[config.mk]
export PLATFORM = sky130hd
export DESIGN_NAME = serial_adder_flat
export DESIGN_NICKNAME = d
export VERILOG_FILES = /design/src/rtl/serial_adder_if.sv /design/src/rtl/serial_adder.sv /design/src/flat_wrapper.sv
export SDC_FILE = /design/constraint.sdc
export NUM_CORES = 1
export LEC_CHECK = 0
export CORE_ASPECT_RATIO = 1.1
export CORE_MARGIN = 2
export CORE_UTILIZATION = 56
export DETAILED_ROUTE_END_ITERATION = 16
export PLACE_DENSITY = 0.8
export SYNTH_ARGS = -nofsm -noshare
export SYNTH_HDL_FRONTEND = slang
export SYNTH_SLANG_ARGS = --single-unit
export TNS_END_PERCENT = 50
[constraint.sdc]
create_clock -name clk -period 2.9 [get_ports clk]
set_input_delay 0.58 -clock clk [delete_from_list [all_inputs] [get_ports clk]]
set_output_delay 0.58 -clock clk [all_outputs]
set_load 0.02 [all_outputs]
[src/rtl/serial_adder_if.sv]
// Request/result bundle for serial_adder.
// Port ovf exists only when SERIAL_ADDER_OVF_EN is defined.
interface serial_adder_if #(
    parameter int WIDTH = 8
);
    logic             start;
    logic [WIDTH-1:0] a;
    logic [WIDTH-1:0] b;
    logic             ci;
    logic             busy;
    logic             done;
    logic [WIDTH-1:0] sum;
    logic             co;
`ifdef SERIAL_ADDER_OVF_EN
    logic             ovf;
`endif

    modport master (
        output start, a, b, ci,
        input  busy, done, sum, co
`ifdef SERIAL_ADDER_OVF_EN
        , input ovf
`endif
    );

    modport slave (
        input  start, a, b, ci,
        output busy, done, sum, co
`ifdef SERIAL_ADDER_OVF_EN
        , output ovf
`endif
    );
endinterface

[src/rtl/serial_adder.sv]
// Bit-serial ripple adder: one result bit per clock, LSB first; IDLE -> RUN -> DONE.
// Define SERIAL_ADDER_OVF_EN to add the signed-overflow flag.
module serial_adder #(
    parameter int WIDTH = 8
) (
    input  logic           clk,
    input  logic           rst,
    serial_adder_if.slave  bus
);
    localparam int             CW   = $clog2(WIDTH + 1);
    localparam logic [CW-1:0]  LAST = CW'(WIDTH - 1);

    typedef enum logic [1:0] {IDLE, RUN, DONE} state_t;

    state_t           state;
    logic [WIDTH-1:0] a_sh, b_sh, res_sh;
    logic             carry;
    logic [CW-1:0]    cnt;
    logic             busy_q, done_q, co_q;
    logic [WIDTH-1:0] sum_q;
    logic             s, c_next;
`ifdef SERIAL_ADDER_OVF_EN
    logic             ovf_q;
`endif

    assign s      = a_sh[0] ^ b_sh[0] ^ carry;
    assign c_next = (a_sh[0] & b_sh[0]) | (carry & (a_sh[0] ^ b_sh[0]));

    always_ff @(posedge clk) begin
        if (rst) begin
            state  <= IDLE;
            a_sh   <= '0;
            b_sh   <= '0;
            res_sh <= '0;
            carry  <= 1'b0;
            cnt    <= '0;
            busy_q <= 1'b0;
            done_q <= 1'b0;
            sum_q  <= '0;
            co_q   <= 1'b0;
`ifdef SERIAL_ADDER_OVF_EN
            ovf_q  <= 1'b0;
`endif
        end else begin
            case (state)
                IDLE: begin
                    if (bus.start) begin
                        a_sh   <= bus.a;
                        b_sh   <= bus.b;
                        carry  <= bus.ci;
                        cnt    <= '0;
                        busy_q <= 1'b1;
                        state  <= RUN;
                    end
                end
                RUN: begin
                    a_sh   <= a_sh >> 1;
                    b_sh   <= b_sh >> 1;
                    res_sh <= {s, res_sh[WIDTH-1:1]};
                    carry  <= c_next;
                    cnt    <= cnt + 1'b1;
                    // Last bit: publish the result including the bit being produced now.
                    if (cnt == LAST) begin
                        sum_q  <= {s, res_sh[WIDTH-1:1]};
                        co_q   <= c_next;
`ifdef SERIAL_ADDER_OVF_EN
                        ovf_q  <= carry ^ c_next;
`endif
                        busy_q <= 1'b0;
                        done_q <= 1'b1;
                        state  <= DONE;
                    end
                end
                DONE: begin
                    done_q <= 1'b0;
                    state  <= IDLE;
                end
                default: begin
                    busy_q <= 1'b0;
                    done_q <= 1'b0;
                    state  <= IDLE;
                end
            endcase
        end
    end

    assign bus.busy = busy_q;
    assign bus.done = done_q;
    assign bus.sum  = sum_q;
    assign bus.co   = co_q;
`ifdef SERIAL_ADDER_OVF_EN
    assign bus.ovf  = ovf_q;
`endif
endmodule

[src/flat_wrapper.sv]
// flat-port wrapper written by rule: the top's interface ports become plain ports
module serial_adder_flat 
#(
    parameter int WIDTH = 8
)
  (clk, rst, bus_start, bus_a, bus_b, bus_ci, bus_busy, bus_done, bus_sum, bus_co);
  serial_adder_if #(.WIDTH(WIDTH)) bus_i ();
  input  logic clk;
  input  logic rst;
  input wire logic [$bits(bus_i.start)-1:0] bus_start;
  input wire logic [$bits(bus_i.a)-1:0] bus_a;
  input wire logic [$bits(bus_i.b)-1:0] bus_b;
  input wire logic [$bits(bus_i.ci)-1:0] bus_ci;
  output wire logic [$bits(bus_i.busy)-1:0] bus_busy;
  output wire logic [$bits(bus_i.done)-1:0] bus_done;
  output wire logic [$bits(bus_i.sum)-1:0] bus_sum;
  output wire logic [$bits(bus_i.co)-1:0] bus_co;
  assign bus_i.start = bus_start;
  assign bus_i.a = bus_a;
  assign bus_i.b = bus_b;
  assign bus_i.ci = bus_ci;
  assign bus_busy = bus_i.busy;
  assign bus_done = bus_i.done;
  assign bus_sum = bus_i.sum;
  assign bus_co = bus_i.co;
  serial_adder #(.WIDTH(WIDTH)) u_core (.clk(clk), .rst(rst), .bus(bus_i));
endmodule
==> qor.yml <==
synth_cell_types: 28
period_share_pct: 66.4
synth-simple-area-share_pct: 18.0
p_per_area_mw_per_mm2: 458
cts_tree: "yes"
floorplan.initialDensity_pct: 57.8
routabilityCongestion: 0.772
syn_inst: 240
dpl.hpwl_mm: 2.66
clockRootBuffer: "clkbuf_4"
place_area_mm2: 0.00218
ant_nets: 0
layout.nets: 283
cellLeakagePower_nw: 0.836
h-tree-depth: 2
crit_chain: "clkdlybuf4s50_1"
cp_data_required_time_ns: 2.32
slew_violations: 0
synth_compound_area_share_pct: 27.3
clk_latency_ns: 0.35
wl_per_cell_um: 13.7
netlist_area_mm2: 0.00191
finalPower_mw: 1.02
fmax_ghz: 0.519
hold_buffers: 0
drv_cap: 0
grt_setup_unrepaired: "no"
vias: 1675
criticalPathCategory: "register to output port"
post-route-util_pct: 67.4
fin_crit_ns: 1.92
drive_above_1_share_pct: 11.5
n_antenna_cell: 0
cts_buffers: 5
worst_ep_arrival_time_ns: 1.34
relSlewSlack_pct: 63.1
cp_top_family: "buffers and inverters"
reg2reg_depth: 5
end_kind: "output port"
fp.coreArea_mm2: 0.00330
core.rowCount: 22
synth_top_family_by_area: "compound AO/OA/AOI/OAI gates"
hold_depth: 2
tns_ns: 0
min_from: "u_core.res_sh[7]"
cts.repair.resized: 0
final_area_mm2: 0.00223
synth_warnings: 0
cp-start-kind: "register"
reg2reg_slack_ns: 1.23
syn-num-nets: 262
cp_max_fo: 3
fin_cells: 296
hold_class: "register to register"
crit_buf_inv: 1
place_ws_ns: 0.871
ys_ff_latch: 41
grt_pass1_vias: 1513
post_cts_buffers: 0
first_iter_violations: 99
firstDrtPassIters: 4
drc: 0
fp.dieH_um: 65.2
grt_first_pass_wirelength_mm: 6.67
clkSlewWorstSetupHoldPaths_ns: 0.11
syn2layout_area_growth_pct: 16.7
synth_xor_xnor_area_share_pct: 0
cpPeakStageDelay_ns: 0.62
hold_ws_ns: 0.472
synth.area.mux_share_pct: 0.525
grt_max_degree: 34
layout_setup_ws_ns: 0.975
die_w_um: 59.7
hold_viol: 0
ioPinCount: 31
grt_use_total_pct: 22.3
numPortBuffers: 30
clkSinkCount: 41
design.die.area_mm2: 0.00389
placed_cells: 290
fin_worst_skew_ns: 0.0149
hold_end: "u_core.res_sh[6]"
ir_drop_mv: 0.382
grt_overflow_total: 0
drt_wl_total_mm: 4.05
avgSynthCellArea_um2: 7.95
setup_violations: 0
synth_fa_ha_area_share_pct: 1.70
clockBufferDepth: 2
reg2reg_from: "u_core.state[1]"
tightest_slew_ns: 0.552
critPathSlowestCell: "clkdlybuf4s50_1"
reg2reg_to: "u_core.bus.sum[1]"
status: "finished clean"
ys_seq_area_share_pct: 43.0
viasPerCell: 5.66
antenna_found_initial: 0
-- state kept, by name, indices dropped and copies added, names as in the netlist --
name and flops:
u_core.bus.sum 8, u_core.cnt 4, u_core.res_sh 7, u_core.b_sh 8
u_core.state 2, u_core.bus.busy 1, u_core.carry 1, u_core.a_sh 8
u_core.bus.co 1, u_core.bus.done 1
-- power by group --
part	leakage [nW]	internal (mW)	switching [mW]
logic	0.474	0.0758	0.0725
clock network	0.0269	0.0843	0.174
registers	0.336	0.589	0.0250
-- final cells by class --
cell class	instances	area [um2]
clock buffer	5	37.5
sequential	41	821
inverter	16	60.1
timing repair buffer	37	353
multi-input combinational	160	906
fill	297	1080
tap	36	45.0
clock inverter	1	5.00
-- per-layer routing --
layer | track usage [%] | up-vias | routed length (um)
met2 | 37.8 | 19 | 1890
met5 | 0 | - | 0
li1 | - | 872 | -
met3 | 6.50 | 4 | 135
met4 | 5.00 | 0 | 39
met1 | 27.7 | 780 | 1980
-- cells in the mapped netlist, drive strengths merged --
| master | number | area share (%) |
|---|---|---|
| nand3b | 4 | 1.6 |
| a31oi | 2 | 0.66 |
| inv | 16 | 3.1 |
| nand2b | 1 | 0.72 |
| ha | 1 | 0.66 |
| or3 | 1 | 0.33 |
| o21ai | 9 | 2.4 |
| o22ai | 2 | 0.66 |
| mux2i | 1 | 0.52 |
| or2 | 1 | 0.33 |
| nor2b | 4 | 1.3 |
| clkbuf | 9 | 1.8 |
| nor2 | 32 | 6.3 |
| nand3 | 11 | 2.9 |
| nor3 | 2 | 0.52 |
| fa | 1 | 1.0 |
| nand2 | 18 | 3.5 |
| o21bai | 2 | 0.79 |
| o221a | 15 | 8.9 |
| buf | 14 | 4.6 |
| and3b | 1 | 0.46 |
| dfxtp | 41 | 43 |
| a22oi | 1 | 0.39 |
| a21oi | 50 | 13 |
| a2111oi | 1 | 0.46 |
-- cells in the final DEF, fill, tap and decap left out, types with 2 or more instances in the layout --
| master | n |
|---|---|
| a21oi_1 | 50 |
| a31oi_1 | 2 |
| buf_4 | 7 |
| clkbuf_4 | 5 |
| clkdlybuf4s50_1 | 30 |
| dfxtp_1 | 41 |
| inv_1 | 16 |
| nand2_1 | 18 |
| nand3_1 | 11 |
| nand3b_1 | 4 |
| nor2_1 | 32 |
| nor2b_1 | 4 |
| nor3_1 | 2 |
| o21ai_0 | 9 |
| o21bai_1 | 2 |
| o221a_2 | 15 |
| o22ai_1 | 2 |
-- worst max path at each step --
stage	slack, ns	cells after the start	end	startpoint
after floorplan	1.47	4	u_core.a_sh[6]	bus_start
after global placement	0.88	4	u_core.b_sh[6]	rst
after detailed placement	0.87	4	u_core.b_sh[6]	rst
after CTS	0.96	1	bus_busy	u_core.bus.busy
after global routing	0.92	1	bus_busy	u_core.bus.busy
final	0.98	1	bus_busy	u_core.bus.busy
-- cells by family (layout without fill, tap and decap cells) --
family / count (synthesis) / count (layout)
AOI/OAI and AO/OA: 82 / 82
and+or+nand+nor: 75 / 75
adders and majority gates: 2 / 2
muxes: 1 / 1
buffers and inverters: 39 / 59
DFF: 41 / 41
(Power assumes the default switching activity.)
